`config.mk`:
```
export PLATFORM = sky130hd
export DESIGN_NAME = uart_rx_flat
export DESIGN_NICKNAME = d
export VERILOG_FILES = /design/src/rtl/uart_rx_pkg.sv /design/src/rtl/uart_rx_if.sv /design/src/rtl/uart_rx_sampler.sv /design/src/rtl/uart_rx.sv /design/src/flat_wrapper.sv
export SDC_FILE = /design/constraint.sdc
export NUM_CORES = 1
export LEC_CHECK = 0
export ABC_AREA = 1
export CORE_AREA = 3 3 81 83
export CTS_BUF_LIST = sky130_fd_sc_hd__clkbuf_2 sky130_fd_sc_hd__clkbuf_4 sky130_fd_sc_hd__clkbuf_8
export DETAILED_ROUTE_END_ITERATION = 6
export DIE_AREA = 0 0 84 86
export PLACE_DENSITY_LB_ADDON = 0.1
export SYNTH_ARGS = -nofsm -noshare
export SYNTH_HDL_FRONTEND = slang
export SYNTH_HIERARCHICAL = 1
export SYNTH_SLANG_ARGS = --single-unit
```
`constraint.sdc`:
```
create_clock -name CLK -period 3.2 [get_ports CLK]
set_clock_uncertainty 0.05 [all_clocks]
set_input_delay 0.32 -clock CLK [delete_from_list [all_inputs] [get_ports CLK]]
set_output_delay 0.32 -clock CLK [all_outputs]
set_load 0.02 [all_outputs]
```
`src/rtl/uart_rx_pkg.sv`:
```
// Shared types and constants for the oversampling UART receiver.
// Holds the FSM state encoding, the latched frame configuration and the majority vote.
package uart_rx_pkg;

   localparam int DEFAULT_DATA_WIDTH = 8;

   localparam logic [5:0] PRESCALE_8  = 6'd8;
   localparam logic [5:0] PRESCALE_16 = 6'd16;
   localparam logic [5:0] PRESCALE_32 = 6'd32;

   typedef enum logic [2:0] {
      IDLE,
      START,
      DATA,
      PARITY,
      STOP
   } state_e;

   typedef struct packed {
      logic       par_en;
      logic       par_typ;
      logic [5:0] prescale;
   } cfg_t;

   function automatic logic prescale_legal(input logic [5:0] p);
      return (p == PRESCALE_8) || (p == PRESCALE_16) || (p == PRESCALE_32);
   endfunction

   function automatic logic majority3(input logic [2:0] s);
      return (s[0] & s[1]) | (s[0] & s[2]) | (s[1] & s[2]);
   endfunction

endpackage

```
`src/rtl/uart_rx_if.sv`:
```
// Receiver-side bus: serial line and frame configuration in, recovered data and strobes out.
interface uart_rx_if
   import uart_rx_pkg::*;
#(
   parameter int DATA_WIDTH = DEFAULT_DATA_WIDTH
) ();

   logic                  RX_IN;
   logic                  PAR_EN;
   logic                  PAR_TYP;
   logic [5:0]            Prescale;
   logic [DATA_WIDTH-1:0] P_DATA;
   logic                  data_valid;
   logic                  par_err;
   logic                  stp_err;

   modport master (
      output RX_IN, PAR_EN, PAR_TYP, Prescale,
      input  P_DATA, data_valid, par_err, stp_err
   );

   modport slave (
      input  RX_IN, PAR_EN, PAR_TYP, Prescale,
      output P_DATA, data_valid, par_err, stp_err
   );

endinterface

```
`src/rtl/uart_rx_sampler.sv`:
```
// Per-bit tick counter with three mid-bit samples and a majority vote.
// The vote stays stable from tick P/2+2 until the next bit's first sample.
module uart_rx_sampler
   import uart_rx_pkg::*;
(
   input  logic       CLK,
   input  logic       RST,
   input  logic       enable,
   input  logic [5:0] prescale,
   input  logic       line,
   output logic       last_tick,
   output logic       vote,
   output logic       vote_valid
);

   logic [5:0] tick_q, tick_d;
   logic [2:0] samp_q, samp_d;
   logic [2:0] samp_hit;
   logic [5:0] half;

   assign half = prescale >> 1;

   for (genvar gi = 0; gi < 3; gi++) begin : g_samp
      assign samp_hit[gi] = enable && (tick_q == half - 6'd1 + 6'(gi));
   end

   assign last_tick  = enable && (tick_q == prescale - 6'd1);
   assign vote_valid = enable && (tick_q == half + 6'd2);
   assign vote       = majority3(samp_q);

   always_comb begin
      tick_d = '0;
      if (enable && !last_tick) begin
         tick_d = tick_q + 6'd1;
      end
      samp_d = (samp_hit & {3{line}}) | (~samp_hit & samp_q);
   end

   always_ff @(posedge CLK or negedge RST) begin
      if (!RST) begin
         tick_q <= '0;
         samp_q <= 3'b111;
      end else begin
         tick_q <= tick_d;
         samp_q <= samp_d;
      end
   end

endmodule

```
`src/rtl/uart_rx.sv`:
```
// UART receiver top: line synchronizer, frame FSM, data shift register, parity/stop checks.
// Results are registered one cycle after the mid-stop evaluation.
module uart_rx
   import uart_rx_pkg::*;
#(
   parameter int DATA_WIDTH = DEFAULT_DATA_WIDTH
) (
   input  logic     CLK,
   input  logic     RST,
   uart_rx_if.slave bus
);

   localparam int CNT_W = (DATA_WIDTH > 1) ? $clog2(DATA_WIDTH) : 1;
   localparam logic [CNT_W-1:0] LAST_BIT = CNT_W'(DATA_WIDTH - 1);

   state_e                state_q, state_d;
   cfg_t                  cfg_q, cfg_d;
   logic [1:0]            sync_q, sync_d;
   logic [CNT_W-1:0]      bit_cnt_q, bit_cnt_d;
   logic [DATA_WIDTH-1:0] shift_q, shift_d;
   logic                  par_bit_q, par_bit_d;
   logic [DATA_WIDTH-1:0] p_data_q, p_data_d;
   logic                  data_valid_q, data_valid_d;
   logic                  par_err_q, par_err_d;
   logic                  stp_err_q, stp_err_d;

   logic line;
   logic sampler_en;
   logic last_tick;
   logic vote;
   logic vote_valid;
   logic par_ok;

   assign sync_d     = {sync_q[0], bus.RX_IN};
   assign line       = sync_q[1];
   assign sampler_en = (state_q != IDLE);

   uart_rx_sampler u_sampler (
      .CLK        (CLK),
      .RST        (RST),
      .enable     (sampler_en),
      .prescale   (cfg_q.prescale),
      .line       (line),
      .last_tick  (last_tick),
      .vote       (vote),
      .vote_valid (vote_valid)
   );

   assign par_ok = !cfg_q.par_en || (par_bit_q == ((^shift_q) ^ cfg_q.par_typ));

   always_ff @(posedge CLK or negedge RST) begin
      if (!RST) begin
         state_q <= IDLE;
      end else begin
         state_q <= state_d;
      end
   end

   always_comb begin
      state_d = state_q;
      case (state_q)
         IDLE:    if (!line) state_d = START;
         START:   if (last_tick) state_d = vote ? IDLE : DATA;
         DATA:    if (last_tick && (bit_cnt_q == LAST_BIT)) state_d = cfg_q.par_en ? PARITY : STOP;
         PARITY:  if (last_tick) state_d = STOP;
         STOP:    if (vote_valid) state_d = IDLE;
         default: state_d = IDLE;
      endcase
   end

   always_comb begin
      cfg_d        = cfg_q;
      bit_cnt_d    = bit_cnt_q;
      shift_d      = shift_q;
      par_bit_d    = par_bit_q;
      p_data_d     = p_data_q;
      data_valid_d = 1'b0;
      par_err_d    = 1'b0;
      stp_err_d    = 1'b0;
      case (state_q)
         IDLE: begin
            bit_cnt_d = '0;
            // Illegal prescale values fall back to 16 instead of running malformed bit timing.
            if (!line) begin
               cfg_d.par_en   = bus.PAR_EN;
               cfg_d.par_typ  = bus.PAR_TYP;
               cfg_d.prescale = prescale_legal(bus.Prescale) ? bus.Prescale : PRESCALE_16;
            end
         end
         DATA: begin
            if (vote_valid) shift_d = {vote, shift_q[DATA_WIDTH-1:1]};
            if (last_tick)  bit_cnt_d = bit_cnt_q + CNT_W'(1);
         end
         PARITY: begin
            if (vote_valid) par_bit_d = vote;
         end
         STOP: begin
            if (vote_valid) begin
               stp_err_d = !vote;
               par_err_d = !par_ok;
               if (vote && par_ok) begin
                  p_data_d     = shift_q;
                  data_valid_d = 1'b1;
               end
            end
         end
         default: ;
      endcase
   end

   always_ff @(posedge CLK or negedge RST) begin
      if (!RST) begin
         cfg_q        <= '0;
         sync_q       <= 2'b11;
         bit_cnt_q    <= '0;
         shift_q      <= '0;
         par_bit_q    <= 1'b0;
         p_data_q     <= '0;
         data_valid_q <= 1'b0;
         par_err_q    <= 1'b0;
         stp_err_q    <= 1'b0;
      end else begin
         cfg_q        <= cfg_d;
         sync_q       <= sync_d;
         bit_cnt_q    <= bit_cnt_d;
         shift_q      <= shift_d;
         par_bit_q    <= par_bit_d;
         p_data_q     <= p_data_d;
         data_valid_q <= data_valid_d;
         par_err_q    <= par_err_d;
         stp_err_q    <= stp_err_d;
      end
   end

   assign bus.P_DATA     = p_data_q;
   assign bus.data_valid = data_valid_q;
   assign bus.par_err    = par_err_q;
   assign bus.stp_err    = stp_err_q;

endmodule

```
`src/flat_wrapper.sv`:
```
// flat-port wrapper written by rule: the top's interface ports become plain ports
module uart_rx_flat import uart_rx_pkg::*;
#(
   parameter int DATA_WIDTH = DEFAULT_DATA_WIDTH
)
  (CLK, RST, bus_RX_IN, bus_PAR_EN, bus_PAR_TYP, bus_Prescale, bus_P_DATA, bus_data_valid, bus_par_err, bus_stp_err);
  uart_rx_if #(.DATA_WIDTH(DATA_WIDTH)) bus_i ();
  input  logic CLK;
  input  logic RST;
  input wire logic [$bits(bus_i.RX_IN)-1:0] bus_RX_IN;
  input wire logic [$bits(bus_i.PAR_EN)-1:0] bus_PAR_EN;
  input wire logic [$bits(bus_i.PAR_TYP)-1:0] bus_PAR_TYP;
  input wire logic [$bits(bus_i.Prescale)-1:0] bus_Prescale;
  output wire logic [$bits(bus_i.P_DATA)-1:0] bus_P_DATA;
  output wire logic [$bits(bus_i.data_valid)-1:0] bus_data_valid;
  output wire logic [$bits(bus_i.par_err)-1:0] bus_par_err;
  output wire logic [$bits(bus_i.stp_err)-1:0] bus_stp_err;
  assign bus_i.RX_IN = bus_RX_IN;
  assign bus_i.PAR_EN = bus_PAR_EN;
  assign bus_i.PAR_TYP = bus_PAR_TYP;
  assign bus_i.Prescale = bus_Prescale;
  assign bus_P_DATA = bus_i.P_DATA;
  assign bus_data_valid = bus_i.data_valid;
  assign bus_par_err = bus_i.par_err;
  assign bus_stp_err = bus_i.stp_err;
  uart_rx #(.DATA_WIDTH(DATA_WIDTH)) u_core (.CLK(CLK), .RST(RST), .bus(bus_i));
endmodule
```
* Word level (Yosys, flattened, before mapping)
Cells that the tools add are included.
Storage, ports and cells: register bits after elaboration 45, input port bits 11, logic and storage cells 96
Operators by class: add/subtract/negate cells 7, muxes and demuxes 19, eq/ne operators 20, bitwise operators 11, reduce and logical (&&, ||, !) cells 25
Operators with widths (number):
- 6-bit equality test | 5
- 3-bit 2-to-1 mux | 7
- 3-bit case mux with 5 select lines | 1
- 6-bit by 1-bit adder with 6-bit output, second input constant | 2
- 6-bit 2-to-1 mux | 2
- 1-bit logical AND | 8
- 2-bit by 1-bit != test with 1-bit output, second input constant | 4
- 2-bit AND reduction | 4
- 8-bit parity | 1
- 1-bit 2-to-1 mux | 7
- 5-bit by 2-bit adder with 6-bit output, second input constant | 1
- 6-bit by 2-bit adder with 6-bit output, second input constant | 1
- 3-bit AND | 2
- 3-bit by 2-bit equality test with 1-bit output, second input constant | 2
- 3-bit equality test, second input constant | 2
- 6-bit by 4-bit equality test with 1-bit output, second input constant | 1
- 6-bit by 5-bit equality test with 1-bit output, second input constant | 1
- 6-bit equality test, second input constant | 1
- 3-bit case mux with 2 select lines | 1
- 5-bit by 1-bit subtractor with 6-bit output, second input constant | 1
- 6-bit by 1-bit subtractor with 6-bit output, second input constant | 1
- 5-bit AND reduction | 1
- 1-bit zero test | 4
- 2-bit != test, second input constant | 2
- other kinds (15) | 20

* Longest topological paths before layout
depth in word-level cells 8, gate-level depth with buffers 16

* By module
The synthesis kept the hierarchy.
By module, submodules not included:
- uart_rx | area an instance 1725.4 µm², cells an instance 206, times used 1, sequential area each 903.4 µm²
- uart_rx_sampler | area an instance 1218.7 µm², cells an instance 189, times used 1, sequential area each 229.0 µm²

* Least setup slack after synthesis
OpenSTA, ideal clock, no wires.
kind register to register, from register u_core/cfg_q[3] in the netlist's numbering, to register u_core.p_data_q[0] (netlist: u_core/bus.P_DATA[0]), period minus slack after synthesis 2.354 ns, data arrival time 2.187 ns, stages on the path, launching flop included 11, data required time 3.033 ns, setup time 0.117 ns, slack 0.846 ns, cells stage by stage dfrtp_1 > inv_2 > ha_1 > a211oi_1 > nand3_1 > nor3_1 > nand2_1 > nor2_8 > nand2_4 > nand2_1 > nand2_1
On the way: longest elaborated chain between the ends 4
Ends and longest elaborated chain:
- start, declared | RTL line uart_rx.sv:17 | cfg_t cfg_q, cfg_d;
- start signal, assigned | RTL line uart_rx.sv:123 | cfg_q <= cfg_d;
- 5-bit by 2-bit adder with 6-bit output | RTL line uart_rx_sampler.sv:28 | assign vote_valid = enable && (tick_q == half + 6'd2);
- 6-bit equality test | RTL line uart_rx_sampler.sv:28
- 1-bit logical AND | RTL line uart_rx_sampler.sv:28
- named net u_core.vote_valid | RTL line uart_rx.sv:31 | logic vote_valid;
- 3-bit AND reduction (no line)
- end signal, assigned | RTL line uart_rx.sv:128 | p_data_q <= p_data_d;
- end, declared | RTL line uart_rx.sv:22 | logic [DATA_WIDTH-1:0] p_data_q, p_data_d;
The timed path passes the listed nets, and every way through them passes these cells. A chain may end at the register's enable or synchronous reset.

* Final worst setup path
from register u_core/cfg_q[3] in the netlist's numbering, to register u_core.state_q[1]
On the way: longest elaborated chain between the ends 6
Ends and longest elaborated chain:
- 6-bit by 1-bit subtractor with 6-bit output * | RTL line uart_rx_sampler.sv:27 | assign last_tick = enable && (tick_q == prescale - 6'd1);
- 6-bit equality test * | RTL line uart_rx_sampler.sv:27
- 1-bit logical AND * | RTL line uart_rx_sampler.sv:27
- named net u_core.last_tick | RTL line uart_rx.sv:29 | logic last_tick;
- 1-bit logical AND | RTL line uart_rx.sv:64 | DATA: if (last_tick && (bit_cnt_q == LAST_BIT)) state_d = cfg_q.par_en ? PARITY : STOP;
- 2-bit by 1-bit != test with 1-bit output (no line)
- 5-bit AND reduction (no line) *
- end signal, assigned | RTL line uart_rx.sv:55 | state_q <= state_d;
- end, declared | RTL line uart_rx.sv:16 | state_e state_q, state_d;
The timed path passes the listed nets; every way through them passes the cells marked *.

==> impl_metrics.toml <==
[global_route]
grt_pass1_vias = 2357
grt_pass1_wl_mm = 10.9
grt_max_degree = 46
antenna_found_initial = 0
grt_overflow_total = 0
grtUsageTotal_pct = 18.8

[pwr]
p_per_area_nw_per_um2 = 585
total_power_uw = 1940
leakagePower_uw = 0.00171
peakVddDrop_v = 0.000343

[route]
drt_iter0_markers = 137
routed-via-count = 2390
route.detailed.wl_per_inst_um = 12.4
drt-vias-per-instance = 4.83
drc = 0
wl_mm = 6.13
drtPass1Iterations = 4
postRouteAntennaNets = 0

[sta]
slew_headroom_pct = 32.6
finalCriticalPeriod_ns = 2.55
setup_viol = 0
tns_ns = 0
finalHoldViolations = 0
finalCritPeriodShare_pct = 79.8
slew_violations = 0
fmax_ghz = 0.392
rsz0062_at_grt = "no"
holdWs_ns = 0.136
worst_pin_slew_ns = 1.01

[logic_synthesis]
seq_area_frac_synth_pct = 38.5
synth-seq-cells = 45
ys_types = 36
avgSynthCellArea_sq_um = 7.45
yosysWarnings = 6
syn_area_sq_um = 2940
synth.net_count = 416
syn_inst = 395

[worst_setup_path]
cpMostUsedCell = "o21ai_0"
crit_buf_inv = 2
cp_num_cells = 13
arrival_ns = 2.73
slowest_stage = "dfrtp_1"
cp_max_fo = 8
required_ns = 3.38
critPathMaxStageDelay_ns = 0.50
worstSetupStartpointType = "flop"
cp-end-kind = "flop"
cp_cell_sequence = "inv_2, ha_1, a21boi_0, o21ai_0, a21oi_1, nand3_2, nor2_1, nor3_1, inv_1, nand2_1, nor2_2, o21ai_0, o21ai_0"
r2r.worst_path.cells = 13
crit_type = "flop to flop"
cp_top_family = "compound AO/OA/AOI/OAI gates"

[cts]
cts_resized = 0
clock_sinks = 45
insertion_delay_ns = 0.30
cts_buffer_depth = 2
ctsHoldBuffers = 0
cts_tree = "built"
clk_pin_slew_ns = 0.09
cts_htree_levels = 2
numCtsBuffers = 5
postCtsSetupBuffers = 0
cts_root_buf = "clkbuf_8"

[worst_hold_path]
hold_class = "primary input to async pin"

[floorplanning]
die_h_um = 86
ios = 22
initial_core_util_pct = 49.7
dieArea_sq_um = 7220
rows = 28
core_region_area_sq_um = 5920
die_w_um = 84

[place]
dp_hpwl_mm = 4.75
gp_congestion = 0.887
port_buffers = 21
placed_cells = 488

[cells_and_area]
fin_util_pct = 55.9
n_antenna_cell = 0
instances_no_fill = 495
nets = 441
area_growth_pct = 12.4
layout-drive-gt1-share_pct = 14.8

[run_status]
outcome = "completed"

[job]
cap_violations = 0
-- cells in the mapped netlist, drive strengths merged --
library cell / number / area [sq um]
nand2: 145 / 597
a211oi: 1 / 7.51
a21oi: 6 / 30.0
xnor2: 5 / 43.8
nor2: 37 / 188
clkbuf: 1 / 5.00
o22ai: 1 / 6.26
nor3: 8 / 55.1
a2bb2oi: 1 / 8.76
or2: 1 / 6.26
and2: 1 / 6.26
dfrtp: 40 / 1000
dfstp: 5 / 131
nand3: 44 / 270
buf: 3 / 27.5
o21bai: 1 / 7.51
inv: 49 / 184
nor4: 1 / 6.26
maj3: 1 / 10.0
xor2: 13 / 114
a21boi: 1 / 7.51
o21ai: 19 / 98.8
o211ai: 1 / 7.51
ha: 10 / 125
-- worst reg2reg max path, delay by kind of cell (launching register included) --
family | cells | cell delay, ns
buf+inv | 2 | 0.23
fa+ha+maj | 1 | 0.30
simple gates | 5 | 0.68
flops | 1 | 0.50
compound gates | 5 | 0.72
-- metrics by stage --
step,cell area (sq um),setup slack (ns)
final,3310,0.647
after detailed placement,3220,0.705
after global routing,3310,0.227
after CTS,3310,0.679
after floorplan,2940,0.846
after global placement,3220,0.776
-- cell type report --
class	count	area, sq um
clock buffers	6	82.6
clock inverters	1	7.51
flip-flops and latches	45	1130
inverters	49	184
fillers	563	2610
multi-input cells	297	1600
repair buffers	22	213
well taps	75	93.8
-- report_power, final --
| part | internal (uW) | total [uW] | switching [uW] |
|---|---|---|---|
| Clock | 171 | 365 | 194 |
| Combinational | 281 | 781 | 500 |
| Sequential | 669 | 790 | 120 |
-- flip-flops by register name, indices dropped and copies added, names as in the netlist, named ones only --
name / flops
u_core/bit_cnt_q: 3
u_core/bus.P_DATA: 8
u_core/bus.data_valid: 1
u_core/bus.par_err: 1
u_core/bus.stp_err: 1
u_core/cfg_q: 8
u_core/par_bit_q: 1
u_core/shift_q: 8
u_core/state_q: 3
u_core/sync_q: 2
u_core/u_sampler/tick_q: 6
-- per-layer routing --
metal  up-vias  GRT usage (%)  routed length [um]
li1       1290              -                   -
met1      1073           27.2                3300
met2        18           28.6                2600
met3         9           3.36                 133
met4         0           5.99                  90
met5         -              0                   0
-- path summary, 6_finish.rpt --
path / start / slack, ns / endpoint
worst max-delay path: u_core/cfg_q[3]$_DFFE_PN0P_ / 0.65 / u_core/state_q[1]$_DFFE_PN0P_
worst min-delay path: RST / 0.14 / u_core/u_sampler/tick_q[5]$_DFF_PN0_
worst max register to register: u_core/cfg_q[3]$_DFFE_PN0P_ / 0.65 / u_core/state_q[1]$_DFFE_PN0P_
worst min register to register: u_core/sync_q[0]$_DFF_PN1_ / 0.32 / u_core/sync_q[1]$_DFF_PN1_
max in group asynchronous: RST / 2.34 / u_core/cfg_q[1]$_DFFE_PN0P_
min in group CLK: u_core/sync_q[0]$_DFF_PN1_ / 0.32 / u_core/sync_q[1]$_DFF_PN1_
-- cells by family after synthesis --
kind of cell	synth area share, %
adders and majority gates	4.59
buffers and inverters	7.35
xor gates and xnor gates	5.35
DFF	38.5
and+or+nand+nor	38.3
AOI/OAI and AO/OA	5.91
-- cell usage in the layout, fill, tap and decap left out, types with 6 or more instances in the layout --
master	instances
inv_1	40
nand2_1	130
clkbuf_8	6
a21oi_1	6
nand2_2	12
ha_1	10
nand3_1	37
dfrtp_1	40
inv_2	9
nor2_1	25
clkdlybuf4s50_1	20
nor2_2	10
xor2_1	13
o21ai_0	13
(Power assumes the default switching activity.)
